[src/rtl/alu_share_arbiter.sv]
// Shares one combinational ALU between two requesters, returning result/branch compare and tag to the winner.
// Latency: accept edge, one EXEC edge to capture the result, then rsp_valid holds until consumed (>= 3 cycles per op).
// Backpressure: a single op is in flight; req_ready stays low until the owner takes its response or flush aborts it.
module alu_share_arbiter #(
    parameter int TAG_W = 4,
    parameter bit RR_EN = 1'b1
) (
    input  logic             clk,
    input  logic             rst_n,
    input  logic             flush,
    input  logic             r0_req_valid,
    output logic             r0_req_ready,
    input  logic [31:0]      r0_a,
    input  logic [31:0]      r0_b,
    input  logic [6:0]       r0_aluop,
    input  logic [2:0]       r0_funct3,
    input  logic [6:0]       r0_funct7,
    input  logic [TAG_W-1:0] r0_tag,
    output logic             r0_rsp_valid,
    input  logic             r0_rsp_ready,
    output logic [31:0]      r0_rsp_result,
    output logic             r0_rsp_bcmp,
    output logic [TAG_W-1:0] r0_rsp_tag,
    input  logic             r1_req_valid,
    output logic             r1_req_ready,
    input  logic [31:0]      r1_a,
    input  logic [31:0]      r1_b,
    input  logic [6:0]       r1_aluop,
    input  logic [2:0]       r1_funct3,
    input  logic [6:0]       r1_funct7,
    input  logic [TAG_W-1:0] r1_tag,
    output logic             r1_rsp_valid,
    input  logic             r1_rsp_ready,
    output logic [31:0]      r1_rsp_result,
    output logic             r1_rsp_bcmp,
    output logic [TAG_W-1:0] r1_rsp_tag,
    output logic [31:0]      alu_a,
    output logic [31:0]      alu_b,
    output logic [6:0]       alu_aluop,
    output logic [2:0]       alu_funct3,
    output logic [6:0]       alu_funct7,
    input  logic [31:0]      alu_result,
    input  logic             alu_branch_cmp,
    output logic             busy
);

    typedef enum logic [1:0] {IDLE, EXEC, RESP} state_t;

    state_t                  state_q, state_d;
    logic                    owner_q;
    logic                    rr_ptr_q;
    logic [TAG_W-1:0]        tag_q;
    logic [1:0]              rsp_vld_q;
    logic [1:0]              rsp_bcmp_q;
    logic [1:0][31:0]        rsp_result_q;
    logic [1:0][TAG_W-1:0]   rsp_tag_q;

    logic winner;
    logic accept;
    logic owner_rsp_rdy;

    // Only r1 valid -> r1; only r0 valid -> r0; both -> pointer (RR) or r0 (fixed).
    assign winner        = (r0_req_valid && r1_req_valid) ? (RR_EN ? rr_ptr_q : 1'b0) : !r0_req_valid;
    assign accept        = (state_q == IDLE) && !flush && (r0_req_valid || r1_req_valid);
    assign r0_req_ready  = accept && !winner;
    assign r1_req_ready  = accept && winner;
    assign owner_rsp_rdy = owner_q ? r1_rsp_ready : r0_rsp_ready;

    always_ff @(posedge clk or negedge rst_n) begin
        if (!rst_n) state_q <= IDLE;
        else        state_q <= state_d;
    end

    always_comb begin
        state_d = state_q;
        if (flush) begin
            state_d = IDLE;
        end else begin
            case (state_q)
                IDLE:    if (accept) state_d = EXEC;
                EXEC:    state_d = RESP;
                RESP:    if (owner_rsp_rdy) state_d = IDLE;
                default: state_d = IDLE;
            endcase
        end
    end

    always_ff @(posedge clk or negedge rst_n) begin
        if (!rst_n) begin
            owner_q      <= 1'b0;
            rr_ptr_q     <= 1'b0;
            tag_q        <= '0;
            alu_a        <= '0;
            alu_b        <= '0;
            alu_aluop    <= '0;
            alu_funct3   <= '0;
            alu_funct7   <= '0;
            rsp_vld_q    <= '0;
            rsp_bcmp_q   <= '0;
            rsp_result_q <= '0;
            rsp_tag_q    <= '0;
        end else begin
            if (accept) begin
                alu_a      <= winner ? r1_a      : r0_a;
                alu_b      <= winner ? r1_b      : r0_b;
                alu_aluop  <= winner ? r1_aluop  : r0_aluop;
                alu_funct3 <= winner ? r1_funct3 : r0_funct3;
                alu_funct7 <= winner ? r1_funct7 : r0_funct7;
                tag_q      <= winner ? r1_tag    : r0_tag;
                owner_q    <= winner;
                rr_ptr_q   <= !winner;
            end
            // Flush wins over both the capture and the response handshake.
            if (flush) begin
                rsp_vld_q <= '0;
            end else if (state_q == EXEC) begin
                rsp_result_q[owner_q] <= alu_result;
                rsp_bcmp_q[owner_q]   <= alu_branch_cmp;
                rsp_tag_q[owner_q]    <= tag_q;
                rsp_vld_q[owner_q]    <= 1'b1;
            end else if (state_q == RESP && owner_rsp_rdy) begin
                rsp_vld_q <= '0;
            end
        end
    end

    assign r0_rsp_valid  = rsp_vld_q[0];
    assign r1_rsp_valid  = rsp_vld_q[1];
    assign r0_rsp_result = rsp_result_q[0];
    assign r1_rsp_result = rsp_result_q[1];
    assign r0_rsp_bcmp   = rsp_bcmp_q[0];
    assign r1_rsp_bcmp   = rsp_bcmp_q[1];
    assign r0_rsp_tag    = rsp_tag_q[0];
    assign r1_rsp_tag    = rsp_tag_q[1];
    assign busy          = (state_q != IDLE);

endmodule

[config.mk]
export PLATFORM = sky130hd
export DESIGN_NAME = alu_share_arbiter
export DESIGN_NICKNAME = d
export VERILOG_FILES = /design/src/rtl/alu_share_arbiter.sv
export SDC_FILE = /design/constraint.sdc
export NUM_CORES = 1
export LEC_CHECK = 0
export ABC_AREA = 1
export ABC_CLOCK_PERIOD_IN_PS = 2800
export CORE_ASPECT_RATIO = 0.8
export CORE_MARGIN = 3
export CORE_UTILIZATION = 40
export DETAILED_ROUTE_END_ITERATION = 12
export GPL_TIMING_DRIVEN = 0
export PLACE_DENSITY = 0.9
export SLEW_MARGIN = 15
export SYNTH_ARGS = -nofsm -noshare
export SYNTH_HDL_FRONTEND = slang
export SYNTH_SLANG_ARGS = --single-unit
[constraint.sdc]
create_clock -name clk -period 2.8 [get_ports clk]
set_input_delay 0.56 -clock clk [delete_from_list [all_inputs] [get_ports clk]]
set_output_delay 0.56 -clock clk [all_outputs]
set_load 0.005 [all_outputs]
* Word level (Yosys, flattened, before mapping) *
Cells that the tools add are included.

word-level totals
  register bits after elaboration = 165
  input port bits = 210
  output and inout bits = 160
  word-level logic and storage cells = 63

operators by class
  $lt $le $gt $ge = 2
  equal/unequal tests = 4
  muxes and demuxes = 24
  bitwise operators = 2
  reductions and logical operators = 16

operators by type and width
  cell                count
  $mux 32             3
  $bwmux 64           1
  $demux 32 s1        1
  $mux 7              2
  $mux 2              6
  $bwmux 8            1
  $mux 4              2
  $logic_and 1x1->1   7
  $ne 3x3->1 const B  2
  $pmux 2 s3          1
  $demux 4 s1         1
  $reduce_and 2->1    2
  $logic_not 1->1     3
  $mux 1              3
  $mux 3              1
  $reduce_bool 3->1   1
  $bwmux 2            1
  $eq 2x1->1 const B  1
  $eq 2x2->1 const B  1
  $logic_not 2->1     1
  $lt 1x2->1 const B  1
  $or 2x2->2          1
  $reduce_bool 2->1   1
  $demux 1 s1         1
  3 further kinds     3

* Logic depth before layout (Yosys ltp) *
  depth in word-level cells = 7
  gate-level depth with buffers = 9

* Worst setup path after synthesis *
No wires, ideal clock.

  kind = input to output
  from = input r0_req_valid
  to = output r1_req_ready
  data arrival time = 1.263 ns
  data required time = 2.240 ns
  slack = 0.977 ns
  stages on the path = 6
  path buffers = 3
  cells stage by stage = buf_2 -> nand2_2 -> buf_4 -> buf_4 -> inv_1 -> nor2_1

on the way
  word-level cells in the longest chain between the ends = 3
  elaborated cells between the ends (all ways) = 6
  those cells by class = 1 x mux; 5 x reduce/logical

RTL lines
  what                                         RTL line  text
  start: declaration                           11        input logic r0_req_valid,
  $logic_not 1->1 (tied with other cells)      63        assign winner = (r0_req_valid && r1_req_valid) ? (RR_EN ? rr_ptr_q : 1'b0) : !r0_req_valid;
  $mux 1 or $logic_and 1x1->1 (tied branches)  63, 64
  $logic_and 1x1->1 (*)                        66        assign r1_req_ready = accept && winner;
  end: declaration                             25        output logic r1_req_ready,

Every way passes the cells marked *; elsewhere a longest branch is shown, timed or not.

* Final worst setup path *
  from = input r1_req_valid
  to = output r1_req_ready

on the way
  word-level cells in the longest chain between the ends = 3
  elaborated cells between the ends (all ways) = 5
  those cells by class = 1 x mux; 4 x reduce/logical

RTL lines
  what                                                   RTL line  text
  start: declaration                                     24        input logic r1_req_valid,
  $logic_and 1x1->1 or $logic_or 1x1->1 (tied branches)  63, 64
  $mux 1 or $logic_and 1x1->1 (tied branches)            63, 64
  $logic_and 1x1->1 (*)                                  66

Marks and branches as above.

==> out/qor.csv <==
metric;value;unit
status;completed;
R2R setup slack;950;ps
top cells by area, synth;dfrtp_1, nand2_1, nand3_1, o21ai_0, inv_1;
top cell type's share of synthesized area;55.4;%
CTS Hold Buffers Added;0;
Final TNS setup;0;ps
CTS buffer count;17;
drt first-iter violations;594;
Largest stage delay, worst path;530;ps
Final HPWL DP;20900;microns
critical path class;in2out;
std cell rows;43;
Yosys top cell by area;dfrtp_1;
H-tree depth;4;
distinct cell type count after synthesis;16;
Avg Inst Size Synth;7.74;sq um
CTS Sinks;165;
Total Wirelength;27400;microns
Hold Path Class;in2async;
fmax;376;MHz
most frequent cells in the layout;nand2_1, clkdlybuf4s50_1, dfrtp_1;
worst reg2reg path endpoint;alu_a[24];
LEAKAGE;6.04;nW
CP endpoint;r1_req_ready;
die width;159;microns
placed insts;1579;
Power Dens Cells;796;nW/um^2
DR vias;7985;
number of global-route vias before repair;7934;
ANT cells;0;
Worst Setup SP;r1_req_valid;
crit-path leading delay family;buffers and inverters;
critical path's slowest cell;clkdlybuf4s50_1;
Slew Limit Headroom;50.0;%
Final period util;94.9;%
Crit. End Element;output port;
number of synthesized register bits;165;
max-slew violations;0;
worst reg2reg startpoint;rr_ptr_q;
Startpoint Class;input port;
multi-input logic area;2830;sq um
Place WS;-300;ps
unrepaired setup endpoints after global routing;no;
Die ar.;20300;sq um
Worst-Margin Slew;750;ps
buffers added on ports;368;
Clock Path Buffers;2;
Non-Filler Instances;1612;
Initial Util;41.9;%
fin crit period;2660;ps
most common cell after layout, fill and taps aside;nand2_1;
Final Wtd Congestion;0.897;
Final WS setup;142;ps
Die Span Y;128;microns
Net Count, Synth;1173;
pin count of the biggest net entering global routing;99;
Final ANT Viol Nets;0;
Final Setup Violations;0;
layout cell share with drive strength beyond 1;6.37;%
area grow syn2layout;62.5;%
Total Nets Final;1562;
Pwr Total;9.65;mW
Seq/Total Area, Yosys;55.4;%
Residual DRC;0;
Gate Count Post-Synth;963;
Max Cap Viol;0;
clk_lat worst skew;420;ps
first-pass iteration count of the detailed router;5;
Core Footprint;17800;sq um
first-pass GRT wire length;42000;microns
R2R depth;8;
CP max FO;20;
number of primary I/O pins;370;
CTS tree;built;
Final Skew;14.0;ps
most used cell, CP;clkdlybuf4s50_1;
WP buf/inv;3;
Reg clk slew, reported paths;70;ps
vias per cell;4.95;
Syn. warnings;0;
total grt overflow;0;
WP data arrival;2100;ps
Syn Std Cell Area;7450;sq um
final hold vios;0;
critical path cell sequence;clkdlybuf4s50_1, nand2_2, nand2_8, inv_1, nor2_1, clkdlybuf4s50_1;
FF/Latch Area;4130;sq um
antenna violations before repair;0;
final core occ;68.0;%
Avg WL per Cell;17.0;microns
Peak supply drop;0.370;mV
Crit. path cell count;6;
GRT Total Usage;26.6;%
Root Driver;clkbuf_16;
Fillers;1378;
Worst EP required;2240;ps
## worst register-to-register path: cells and delay by family (launching register included)
kind          cells  cell delay (ps)
buf+inv           2              750
flops             1              380
simple gates      6              670
## synth_stat cells (all sizes together)
cell type and n:
clkbuf 17, dfrtp 165, o21ai 77, inv 49, buf 45, nor2 7, nand3 88, nand2 515
## kinds of logic after synthesis
| family | share of synthesized area (%) |
|---|---|
| compound gates | 5.17 |
| simple gates | 32.5 |
| flops | 55.4 |
| buf+inv | 6.90 |
## power by group
group	switching, mW	total, mW	leakage, nW	internal, mW
Clock	1.11	2.33	0.288	1.22
Sequential	0.517	3.74	2.08	3.22
Combinational	1.46	3.58	3.67	2.11
## through the flow
| step | hold WS, ps | cell area, sq um |
|---|---|---|
| final | 62.6 | 12100 |
| after detailed placement | 464 | 11500 |
| after global routing | 87.5 | 12100 |
| after floorplan | 264 | 7450 |
| after global placement | 461 | 11400 |
| after CTS | 80.2 | 12100 |
## cell type report
cell class	instances	area share (%)
Tap cell	247	2.55
Clock inverter	14	1.31
Multi-Input combinational cell	687	23.4
Sequential cell	165	34.1
Clock buffer	18	3.63
Inverter	49	1.52
Timing Repair Buffer	373	30.9
Buffer	59	2.57
## registers in the layout, summed over array words and instances, names as in the netlist, 3 cells and up
name	cells
alu_a	32
alu_b	32
r0_rsp_result	32
r1_rsp_result	32
alu_aluop	7
alu_funct7	7
r0_rsp_tag	4
r1_rsp_tag	4
tag_q	4
alu_funct3	3
## routing by layer
layer,wire length [microns],vias to the layer above,global-route usage (%)
li1,-,3767,-
met1,10600,3805,31.0
met2,13900,363,47.5
met3,2360,50,7.83
met4,629,0,7.54
met5,0,-,0
## how the worst min path moves through the flow
stage / to / slack, ps / cells after the start
global placement: alu_a[30] / 460 / 2
detailed placement: alu_b[11] / 460 / 2
CTS: alu_a[0] / 80 / 1
global route: alu_b[25] / 90 / 1
floorplan: alu_a[0] / 260 / 0
finish: alu_b[25] / 60 / 1
## timing repair
item | in CTS | in global routing
setup buffers | 1 | 3
pin swaps | 1 | 1
setup endpoints to repair | 2 | 1
gates resized for setup | 3 | 1
(Power assumes the default switching activity.)
